===== src/rtl/down_counter_pkg.sv =====
// Shared types and constants for the down-counter timer.
package down_counter_pkg;

    localparam int DEFAULT_WIDTH = 4;

    typedef enum logic [1:0] {
        IDLE = 2'd0,
        RUN  = 2'd1,
        DONE = 2'd2
    } timer_state_t;

endpackage


===== src/rtl/dn_count_reg.sv =====
// WIDTH-bit count register with synchronous clear, load and a decrement
// that saturates at zero.
module dn_count_reg
    import down_counter_pkg::*;
#(
    parameter int WIDTH = DEFAULT_WIDTH
) (
    input  logic             clock,
    input  logic             clear,
    input  logic             load,
    input  logic [WIDTH-1:0] load_value,
    input  logic             dec,
    output logic [WIDTH-1:0] count
);

    // NOTE: sequential state uses non-blocking (<=) so every register samples
    // pre-edge values; blocking here would create order-dependent races.
    always_ff @(posedge clock) begin
        if (clear) begin
            count <= '0;
        end else if (load) begin
            count <= load_value;
        end else if (dec && (count != '0)) begin
            count <= count - WIDTH'(1);
        end
    end

endmodule


===== src/rtl/down_counter_timer.sv =====
// Down-counting timer: load/run/terminal-count FSM around dn_count_reg.
// Define DOWN_COUNTER_AUTO_RELOAD_EN to restart from the last load after each terminal count.
module down_counter_timer
    import down_counter_pkg::*;
#(
    parameter int WIDTH = DEFAULT_WIDTH
) (
    input  logic             clock,
    input  logic             reset_counter,
    input  logic             load,
    input  logic [WIDTH-1:0] load_value,
    input  logic             enable,
    output logic [WIDTH-1:0] out,
    output logic             zero,
    output logic             busy,
    output logic             done
);

    timer_state_t     state;
    timer_state_t     next_state;
    logic             cnt_load;
    logic [WIDTH-1:0] cnt_load_value;
    logic             cnt_dec;
    logic             terminal;

`ifdef DOWN_COUNTER_AUTO_RELOAD_EN
    // Only the auto-reload build needs to remember the last non-zero load.
    logic [WIDTH-1:0] reload_reg;

    always_ff @(posedge clock) begin
        if (reset_counter) begin
            reload_reg <= '0;
        end else if (load && (load_value != '0)) begin
            reload_reg <= load_value;
        end
    end
`endif

    always_ff @(posedge clock) begin
        if (reset_counter) begin
            state <= IDLE;
            busy  <= 1'b0;
            done  <= 1'b0;
        end else begin
            state <= next_state;
            busy  <= (next_state != IDLE);
            done  <= terminal;
        end
    end

    // NOTE: every output of this block gets a default first, so no path
    // leaves a signal unassigned and no latch is inferred.
    always_comb begin
        next_state     = state;
        cnt_load       = 1'b0;
        cnt_load_value = load_value;
        cnt_dec        = 1'b0;
        terminal       = 1'b0;

        if (load) begin
            // Load beats enable and any terminal step; a zero load parks in IDLE.
            cnt_load   = 1'b1;
            next_state = (load_value != '0) ? RUN : IDLE;
        end else begin
            unique case (state)
                IDLE: begin
                end
                RUN: begin
                    if (enable) begin
                        cnt_dec = 1'b1;
                        if (out == WIDTH'(1)) begin
                            terminal   = 1'b1;
                            next_state = DONE;
                        end
                    end
                end
                DONE: begin
`ifdef DOWN_COUNTER_AUTO_RELOAD_EN
                    cnt_load       = 1'b1;
                    cnt_load_value = reload_reg;
                    next_state     = RUN;
`else
                    next_state     = IDLE;
`endif
                end
                default: next_state = IDLE;
            endcase
        end
    end

    dn_count_reg #(
        .WIDTH (WIDTH)
    ) u_count (
        .clock      (clock),
        .clear      (reset_counter),
        .load       (cnt_load),
        .load_value (cnt_load_value),
        .dec        (cnt_dec),
        .count      (out)
    );

    assign zero = (out == '0);

endmodule


===== config.mk =====
export PLATFORM = sky130hd
export DESIGN_NAME = down_counter_timer
export DESIGN_NICKNAME = d
export VERILOG_FILES = /design/src/rtl/down_counter_pkg.sv /design/src/rtl/dn_count_reg.sv /design/src/rtl/down_counter_timer.sv
export SDC_FILE = /design/constraint.sdc
export NUM_CORES = 1
export LEC_CHECK = 0
export ABC_CLOCK_PERIOD_IN_PS = 2200
export BUFFER_PORTS_ARGS = -buffer_cell sky130_fd_sc_hd__buf_4
export CORE_AREA = 3 3 40 42
export DETAILED_ROUTE_END_ITERATION = 8
export DIE_AREA = 0 0 43 45
export GPL_TIMING_DRIVEN = 0
export PLACE_DENSITY = 0.52
export SLEW_MARGIN = 20
export SYNTH_ARGS = -nofsm -noshare
export SYNTH_HDL_FRONTEND = slang
export SYNTH_SLANG_ARGS = --single-unit

===== constraint.sdc =====
create_clock -name clock -period 2.2 [get_ports clock]
set_input_delay 0.66 -clock clock [delete_from_list [all_inputs] [get_ports clock]]
set_output_delay 0.66 -clock clock [all_outputs]
set_load 0.01 [all_outputs]

After elaboration in Yosys (flattened, before gate mapping) --
Cells that the tools add are included.
Cells by class: add/sub/neg operators 1, equality and inequality tests 2, mux-type cells 12, bitwise gates (word level) 2, reduce and logical (&&, ||, !) cells 8
Operators by type and width (count):
- two-way mux 4 bit | 2
- nonzero test 4 bit | 2
- two-way mux 1 bit | 6
- two-way mux 2 bit | 3
- == test 4 x 1 -> 1 bit (second input constant) | 1
- logical NOT 4 bit | 1
- one-hot mux 2 bit (2 select lines) | 1
- nonzero test 2 bit | 2
- OR reduction 4 bit | 1
- subtractor 4 x 1 -> 4 bit (second input constant) | 1
- == test 2 x 1 -> 1 bit (second input constant) | 1
- logical NOT 2 bit | 1
- NOT 1 bit | 2
- logical AND 1 bit | 1
Storage, ports and cells: bits in registers 8, input bits 8, output and inout port bits 7, logic and storage cells 29

Logic depth before layout (Yosys ltp) --
Gate-level depths: netlist of run 1.
depth in word-level cells 6, mapped depth 5

Cells and area by module --
Synthesis of run 1 repeated with hierarchy kept, for this count alone.
Second synthesis, totals: cells, all modules 44, area total of the unflattened synthesis 405.4 um^2
Modules (own cells, without submodules):
- dn_count_reg | times used 1, cells each 28, area each 241.5 um^2, seq. area each 80.1 um^2
- down_counter_timer | times used 1, cells each 16, area each 163.9 um^2, seq. area each 80.1 um^2

Worst setup path after synthesis of run 1 --
No wires, ideal clock.
path kind register to output, from register u_count.count[0], to output zero, arrival 1074 ps, data required time 1540 ps, setup slack 466 ps, stages on the path, launching flop included 4, buffers on the path 0, path through dfxtp_1 -> inv_1 -> ha_1 -> nor3b_1
Between the ends: longest elaborated chain between the ends 1
RTL lines:
- start: declaration | line dn_count_reg.sv:13 | output logic [WIDTH-1:0] count
- start signal: assignment | line dn_count_reg.sv:22 | count <= load_value;
- start signal: assignment | line dn_count_reg.sv:24 | count <= count - WIDTH'(1);
- logical NOT 4 bit | line down_counter_timer.sv:102 | assign zero = (out == '0);
- end: declaration | line down_counter_timer.sv:14 | output logic zero,
No other way between the ends.

Worst setup path after layout of run 1 --
Same ends and word-level chain as after synthesis.

==> results_dict.tcl, run 1 <==
set metrics [dict create \
    ant_nets 0 \
    synth_top_area_share_pct 40.0 \
    pwr-share-seq_pct 47.0 \
    design.core.area_um2 1280 \
    cts_buffers 3 \
    max_freq_ghz 0.496 \
    yosysMostFrequentCell "dfxtp_1" \
    status "completed" \
    cts_resized 1 \
    maxSlewHeadroom_pct 69.4 \
    cts-hold-fix-buffers 0 \
    vias 381 \
    routabilityCongestion 0.654 \
    critPathBufInv 2 \
    grt_max_degree 11 \
    clk_pin_slew_ns 0.06 \
    cts_setup_buffers 0 \
    worst_slew_pin_slew_ns 0.453 \
    dr.pass1.iters 4 \
    syn2layout_area_growth_pct 35.9 \
    fin_nets 72 \
    power_frac_clock_pct 32.9 \
    worstPathRequired_ns 1.54 \
    drt_first_iter_violations 5 \
    grt_pass1_vias 402 \
    dp_hpwl_um 711 \
    clockBufferDepth 2 \
    worst_setup_path_start_kind "flip-flop" \
    power_mw 0.343 \
    cts_tree "yes" \
    power_frac_comb_pct 20.0 \
    slew_viol_final 0 \
    synth_area_leaders "dfxtp_1, ha_1, o21ai_0" \
    drcViolationCount 0 \
    yosysUniqueCellTypes 20 \
    cp_slowest_cell "dfxtp_1" \
    fin_setup_tns_ns 0 \
    hold_viol 0 \
    clock_skew_ns 0.00297 \
    syn_nets 54 \
    p_leak_nw 0.221 \
    fp-row-count 13 \
    cts.htree.levels 1 \
    grt_pass1_wl_mm 1.70 \
    swShare_pct 26.9 \
    ys_ff_latch 8 \
    slowest_delay_ns 0.35 \
    grtUsageTotal_pct 12.6 \
    initial_core_util_pct 31.2 \
    yosysSeqAreaShare_pct 40.0 \
    synthArstFlopShare_pct 0 \
    synthCells 44 \
    dieHeight_um 45 \
    synth_commonest_cells "dfxtp_1, inv_1, o21ai_0, nor2_1" \
    io-pin-count 15 \
    viasPerCell 5.08 \
    cap_violations 0 \
    crit_chain "inv_1 -> ha_1 -> nor3b_2 -> buf_4" \
    yosys_warnings 0 \
    timing.final.crit_period_ns 2.02 \
    antenna_cells 0 \
    antenna_found_initial 0 \
    clock_latency_ns 0.25 \
    cp.arrival_ns 1.36 \
    synth_top_cell_by_area "dfxtp_1" \
    intPower_mw 0.251 \
    die-width_um 43 \
    hold_slack_ns 0.540 \
    crit_type "reg2out" \
    peakVddDrop_mv 0.229 \
    drive_above_1_share_pct 33.3 \
    min_path_type "reg2reg" \
    wl_per_cell_um 12.8 \
    portBuffers 13 \
    synth_edf_count 0 \
    powerDensity_nw_per_um2 631 \
    end_kind "output pin" \
    cts-root-buf "clkbuf_4" \
    routed_wl_um 962 \
    post_synth.cell_area_avg_um2 9.10 \
    switchingPower_mw 0.0924 \
    grt_setup_unrepaired "false" \
    setup_violations 0 \
    netlist_area_um2 400 \
    dieArea_um2 1940 \
    grt_overflow 0 \
    cts_sinks 8 \
    fin_crit_sh_pct 91.7 \
    synth_ff_type "dfxtp_1" \
    cp_top_family "flip-flops" \
    path_max_fanout 6 \
]
## power by group through the flow
stage	Combinational [mW]	Clock [mW]	Sequential (mW)
finish	0.0687	0.113	0.161
CTS	0.0695	0.117	0.161
floorplan	0.0327	0	0.166
global route	0.0777	0.127	0.163
global placement	0.0679	0	0.164
detailed placement	0.0683	0	0.164
## through the flow
step                      setup WS [ns]  cell area (µm²)  util [%]  cells
final                             0.182              544      42.4     75
after floorplan                   0.466              400         -     44
after CTS                         0.152              544      42.4     75
after global placement            0.227              517      40.2     72
after detailed placement          0.204              517      40.2     72
after global routing             0.0376              544      42.4     75
## sequential cells by signal (all words and copies together), names as in the netlist
name	cells
u_count.count	4
state	2
done	1
busy	1
## tightest hold or removal path, cell delays in order (launching register included)
cell	delay [ns]
dfxtp_1	0.31
or3b_2	0.14
nor3_1	0.05
## cell usage in the layout (no fill, tap or decap), drive strengths merged
| cell type | n |
|---|---|
| o311ai | 1 |
| nor3 | 2 |
| o21ai | 4 |
| or3b | 1 |
| nor3b | 2 |
| or3 | 3 |
| nor2 | 3 |
| a21oi | 2 |
| clkbuf | 4 |
| nand4bb | 1 |
| nand3b | 2 |
| inv | 5 |
| o41ai | 1 |
| or4 | 2 |
| nand2b | 1 |
| buf | 13 |
| ha | 2 |
| dfxtp | 8 |
| a311oi | 3 |
## cells by family (layout without fill, tap and decap cells)
kind of cell | count (synthesis) | in the layout | share of synthesized area, %
fa+ha+maj | 2 | 2 | 6.25
simple gates | 17 | 17 | 28.1
flops | 8 | 8 | 40.0
compound gates | 11 | 11 | 20.0
buf+inv | 6 | 22 | 5.62
## routing by layer
layer	up-vias	share of wire (%)	global-route usage (%)
li1	200	-	-
met1	170	43	13.6
met2	11	49	20.1
met3	0	7.4	3.98
met4	0	0	10.8
met5	-	0	0
## worst paths after layout
kind / slack, ns / cells past startpoint / start / to
worst max-delay path: 0.18 / 4 / u_count.count[0] / zero
worst min-delay path: 0.54 / 2 / state[1] / done
worst max register to register: 0.47 / 5 / u_count.count[0] / u_count.count[3]
worst min register to register: 0.54 / 2 / state[1] / done
## cell type report
class	instances	area (µm²)
Inverter	5	18.8
Clock buffer	3	22.5
Timing Repair Buffer	13	97.6
Multi-Input combinational cell	30	223
Buffer	1	3.75
Tap cell	15	18.8
Fill cell	133	741
Sequential cell	8	160
(Power assumes the default switching activity.)
==> inputs of run 2 (changes only) <==
- ABC_AREA: not set -> 1
- PLACE_DENSITY: 0.52 -> 0.55
==> results_dict.tcl, run 2 <==
set metrics [dict create \
    status "completed" \
    antenna_cells 0 \
    synthArstFlopShare_pct 0 \
    crit_type "reg2out" \
    post_synth.cell_area_avg_um2 6.55 \
    cts_setup_buffers 0 \
    yosys_warnings 0 \
    timing.final.crit_period_ns 1.91 \
    slew_viol_final 0 \
    fp-row-count 13 \
    grtUsageTotal_pct 10.9 \
    critPathBufInv 3 \
    synth_top_cell_by_area "dfxtp_1" \
    final_cell_mix "nand2_1, buf_4, inv_1, dfxtp_1" \
    fin_crit_sh_pct 86.9 \
    maxSlewHeadroom_pct 86.4 \
    worst_slew_pin_slew_ns 0.203 \
    clk_pin_slew_ns 0.05 \
    grt_util_met2_pct 16.2 \
    fin_setup_tns_ns 0 \
    cts_tree "yes" \
    hold_viol 0 \
    io-pin-count 15 \
    ys_ff_latch 8 \
    end_kind "output pin" \
    instances_no_fill 99 \
    cts-root-buf "clkbuf_4" \
    synth_ff_type "dfxtp_1" \
    powerDensity_nw_per_um2 605 \
    grt_most_used_layer "met2" \
    min_path_type "reg2reg" \
    viasPerCell 4.44 \
    ant_nets 0 \
    dp_cells 96 \
    portBuffers 14 \
    path_common_cell "inv_1" \
    top_register "u_count.count" \
    grt_overflow 0 \
    crit_chain "inv_1 -> ha_1 -> nand2_2 -> inv_1 -> buf_4" \
    dieHeight_um 45 \
    cp_top_family "flip-flops" \
    yosysUniqueCellTypes 15 \
    antenna_found_initial 0 \
    p_leak_nw 0.325 \
    dr.pass1.iters 4 \
    cts.htree.levels 1 \
    cp_slowest_cell "dfxtp_1" \
    mostFrequentLayoutCell "nand2_1" \
    grt_pass1_wl_mm 1.56 \
    synth_commonest_cells "nand2_1, inv_1, dfxtp_1, nand3_1, nor2_1" \
    design.core.area_um2 1280 \
    slowest_delay_ns 0.41 \
    cts_resized 0 \
    dieArea_um2 1940 \
    drt_first_iter_violations 5 \
    met1_usage_pct 14.3 \
    clockBufferDepth 2 \
    drive_above_1_share_pct 27.4 \
    worst_setup_path_start_kind "flip-flop" \
    drcViolationCount 0 \
    cp.arrival_ns 1.25 \
    synth_area_leaders "dfxtp_1, nand2_1, inv_1" \
    syn2layout_area_growth_pct 33.3 \
    use_met3_pct 5.98 \
    grt_setup_unrepaired "false" \
    cap_violations 0 \
    setup_violations 0 \
    cts_sinks 8 \
    dp_hpwl_um 742 \
    routabilityCongestion 0.746 \
    netlist_area_um2 439 \
    initial_core_util_pct 34.2 \
    grt_pass1_vias 398 \
    vias 440 \
    synth_top_area_share_pct 36.5 \
    worstPathRequired_ns 1.54 \
    yosysMostFrequentCell "nand2_1" \
    cts_buffers 3 \
    max_freq_ghz 0.523 \
    clock_skew_ns 0.00347 \
    path_max_fanout 5 \
    fin_nets 96 \
    syn_nets 77 \
    grt_max_degree 9 \
    peakVddDrop_mv 0.413 \
    yosysSeqAreaShare_pct 36.5 \
    routed_wl_um 865 \
    largest_reg_flops 4 \
    reg.largest.list "u_count.count x4, state x2" \
    synthCells 67 \
    synth_edf_count 0 \
    die-width_um 43 \
    cts-hold-fix-buffers 0 \
    wl_per_cell_um 8.74 \
    clock_latency_ns 0.24 \
]
[run 2: cell types whose count changed after synthesis, moves of 3 or more]
| cell | delta |
|---|---|
| nand2_2 | +3 |
| inv_1 | +4 |
| nand3_1 | +6 |
| nor2_1 | +3 |
| nand2_1 | +20 |
[run 2: power by group]
group | total [mW] | switching [mW] | internal [mW] | leakage [nW]
Sequential | 0.163 | 0.00917 | 0.154 | 0.0658
Clock | 0.105 | 0.0431 | 0.0620 | 0.0138
Combinational | 0.0863 | 0.0445 | 0.0417 | 0.245
Total | 0.354 | 0.0968 | 0.258 | 0.325
[run 2: per-layer routing]
layer  vias to the layer above  part of all wire (%)  wire length [µm]
met4                         0                     0                 0
met5                         -                     0                 0
li1                        246                     -                 -
met2                         8                    45               391
met3                         0                   5.0                43
met1                       186                    50               429
[run 2: area by class of cell]
| type | instances | area [µm²] |
|---|---|---|
| Fill cell | 147 | 699 |
| Multi-Input combinational cell | 48 | 238 |
| Sequential cell | 8 | 160 |
| Timing Repair Buffer | 14 | 105 |
| Inverter | 11 | 41.3 |
| Clock buffer | 3 | 22.5 |
| Tap cell | 15 | 18.8 |
[run 2: per-stage QoR]
step	utilization, %	power (mW)	setup WS [ns]	area (µm²)	hold slack, ns
floorplan	-	0.216	0.670	439	0.523
global placement	43.8	0.254	0.544	563	0.522
detailed placement	43.8	0.254	0.537	563	0.526
CTS	45.6	0.361	0.269	586	0.533
global route	45.6	0.388	0.160	586	0.573
finish	45.6	0.354	0.288	586	0.534
[run 2: tightest hold or removal path, stage by stage, from the launching register on]
cell and delay, ns:
dfxtp_1 0.34, nand3_1 0.09, a21oi_1 0.06
[run 2: worst paths after layout]
path	startpoint	to	slack, ns	cells past startpoint
min	u_count.count[1]	u_count.count[1]	0.53	2
min reg2reg	u_count.count[1]	u_count.count[1]	0.53	2
max	u_count.count[0]	zero	0.29	5
max reg2reg	u_count.count[0]	u_count.count[3]	0.93	8
[run 2: cell families after synthesis]
logic type                 count (synthesis)  synth area share (%)
xor gates and xnor gates                   1                  1.99
adders and majority gates                  2                  5.70
DFF                                        8                  36.5
and+or+nand+nor                           39                  39.6
buffers and inverters                     11                  9.40
AOI/OAI and AO/OA                          6                  6.84
==> inputs of run 3 (changes only) <==
- BUFFER_PORTS_ARGS: -buffer_cell sky130_fd_sc_hd__buf_4 -> -buffer_cell sky130_fd_sc_hd__buf_2
==> results_dict.tcl, run 3 (synthesis gave the netlist of run 2 again) <==
set metrics [dict create \
    status "completed" \
    dr.pass1.iters 4 \
    use_met3_pct 2.39 \
    grtUsageTotal_pct 10.9 \
    grt_overflow 0 \
    timing.final.crit_period_ns 1.90 \
    reg2reg_depth 8 \
    syn2layout_area_growth_pct 25.4 \
    cts-hold-fix-buffers 0 \
    fin_crit_sh_pct 86.2 \
    clock_skew_ns 0.00279 \
    initial_core_util_pct 34.2 \
    drive_above_1_share_pct 27.4 \
    largest_reg_flops 4 \
    antenna_cells 0 \
    cts-root-buf "clkbuf_4" \
    design.core.area_um2 1280 \
    dp_hpwl_um 752 \
    crit_chain "inv_1 -> ha_1 -> nand2_2 -> inv_1 -> buf_2" \
    clock_latency_ns 0.25 \
    fin_nets 96 \
    cp.arrival_ns 1.24 \
    grt_max_degree 9 \
    ff_latch_area_um2 160 \
    routabilityCongestion 0.762 \
    r2r-end "u_count.count[3]" \
    dieHeight_um 45 \
    wl_per_cell_um 8.94 \
    peakVddDrop_mv 0.325 \
    cts.htree.levels 1 \
    grt_pass1_wl_mm 1.52 \
    max_freq_ghz 0.527 \
    cts_resized 0 \
    antenna_found_initial 0 \
    clockBufferDepth 2 \
    powerDensity_nw_per_um2 633 \
    routed_wl_um 885 \
    slew_viol_final 0 \
    maxSlewHeadroom_pct 86.7 \
    hold_end "u_count.count[1]" \
    drcViolationCount 0 \
    worst_setup_path_start_kind "flip-flop" \
    grt_most_used_layer "met2" \
    hold_viol 0 \
    multi_input_area_um2 238 \
    grt_pass1_vias 372 \
    hold_slack_ns 0.527 \
    drt_first_iter_violations 6 \
    mostFrequentLayoutCell "nand2_1" \
    cap_violations 0 \
    die-width_um 43 \
    grt_setup_unrepaired "false" \
    worstPathRequired_ns 1.54 \
    ant_nets 0 \
    fp-row-count 13 \
    fill_cells 146 \
    cts_tree "yes" \
    worst_slew_pin_slew_ns 0.200 \
    slowest_delay_ns 0.39 \
    cts_setup_buffers 0 \
    cts_sinks 8 \
    cts_buffers 3 \
    dieArea_um2 1940 \
    fin_setup_tns_ns 0 \
    cp_slowest_cell "dfxtp_1" \
    final_cell_mix "nand2_1, buf_2, inv_1, dfxtp_1" \
    portBuffers 14 \
    path_common_cell "inv_1" \
    io-pin-count 15 \
    setup_violations 0 \
    vias 442 \
    end_kind "output pin" \
    top_register "u_count.count" \
    reg.largest.list "u_count.count x4, state x2" \
    worstHoldPathCells 2 \
    path_max_fanout 5 \
    reg2reg_from "u_count.count[0]" \
    viasPerCell 4.46 \
    min_from "u_count.count[1]" \
    crit_type "reg2out" \
    grt_util_met2_pct 15.9 \
    p_leak_nw 0.317 \
    met1_usage_pct 14.4 \
    min_path_type "reg2reg" \
    clk_pin_slew_ns 0.05 \
    rrSetupSlack_ns 0.95 \
]
run 3: cell count changes in the layout (fill, tap and decap cells not counted):
cell / change
buf_2: +14
buf_4: -14
run 3: worst max path at each step:
| stage | start | endpoint | slack [ns] |
|---|---|---|---|
| after floorplan | u_count.count[0] | zero | 0.67 |
| after global placement | u_count.count[0] | zero | 0.55 |
| after detailed placement | u_count.count[0] | zero | 0.55 |
| after CTS | u_count.count[0] | zero | 0.28 |
| after global routing | u_count.count[0] | zero | 0.18 |
| final | u_count.count[0] | zero | 0.30 |
run 3: per-layer routing:
layer  up-vias  routed length (µm)
met1       192                 431
met2         6                 412
met3         0                  41
met4         0                   0
met5         -                   0
li1        244                   -
run 3: cell type report:
type / instances / area share, %
flip-flops and latches: 8 / 29.1
clock buffers: 3 / 4.09
well taps: 15 / 3.41
repair buffers: 14 / 12.7
inverters: 11 / 7.50
multi-input cells: 48 / 43.2
run 3: critical path: cells and delay by family, from the launching register on:
kind	cells	cell delay (ns)
flops	1	0.39
buf+inv	3	0.28
fa+ha+maj	1	0.23
simple gates	1	0.09
run 3: per-stage QoR:
step           power [mW]  setup slack [ns]  util [%]  instance area (µm²)  cells
6_report            0.349             0.304      42.8                  551     99
5_1_grt             0.383             0.177      42.8                  551     99
4_1_cts             0.354             0.277      42.8                  551     99
3_5_place_dp        0.245             0.548      41.1                  528     96
3_3_place_gp        0.244             0.551      41.1                  528     96
2_1_floorplan       0.216             0.670         -                  439     67
run 3: where the power goes:
part | internal, mW | total (mW) | switching [mW] | leakage [nW]
combinational | 0.0331 | 0.0783 | 0.0453 | 0.237
sequential | 0.154 | 0.162 | 0.00852 | 0.0658
clock | 0.0622 | 0.108 | 0.0459 | 0.0138
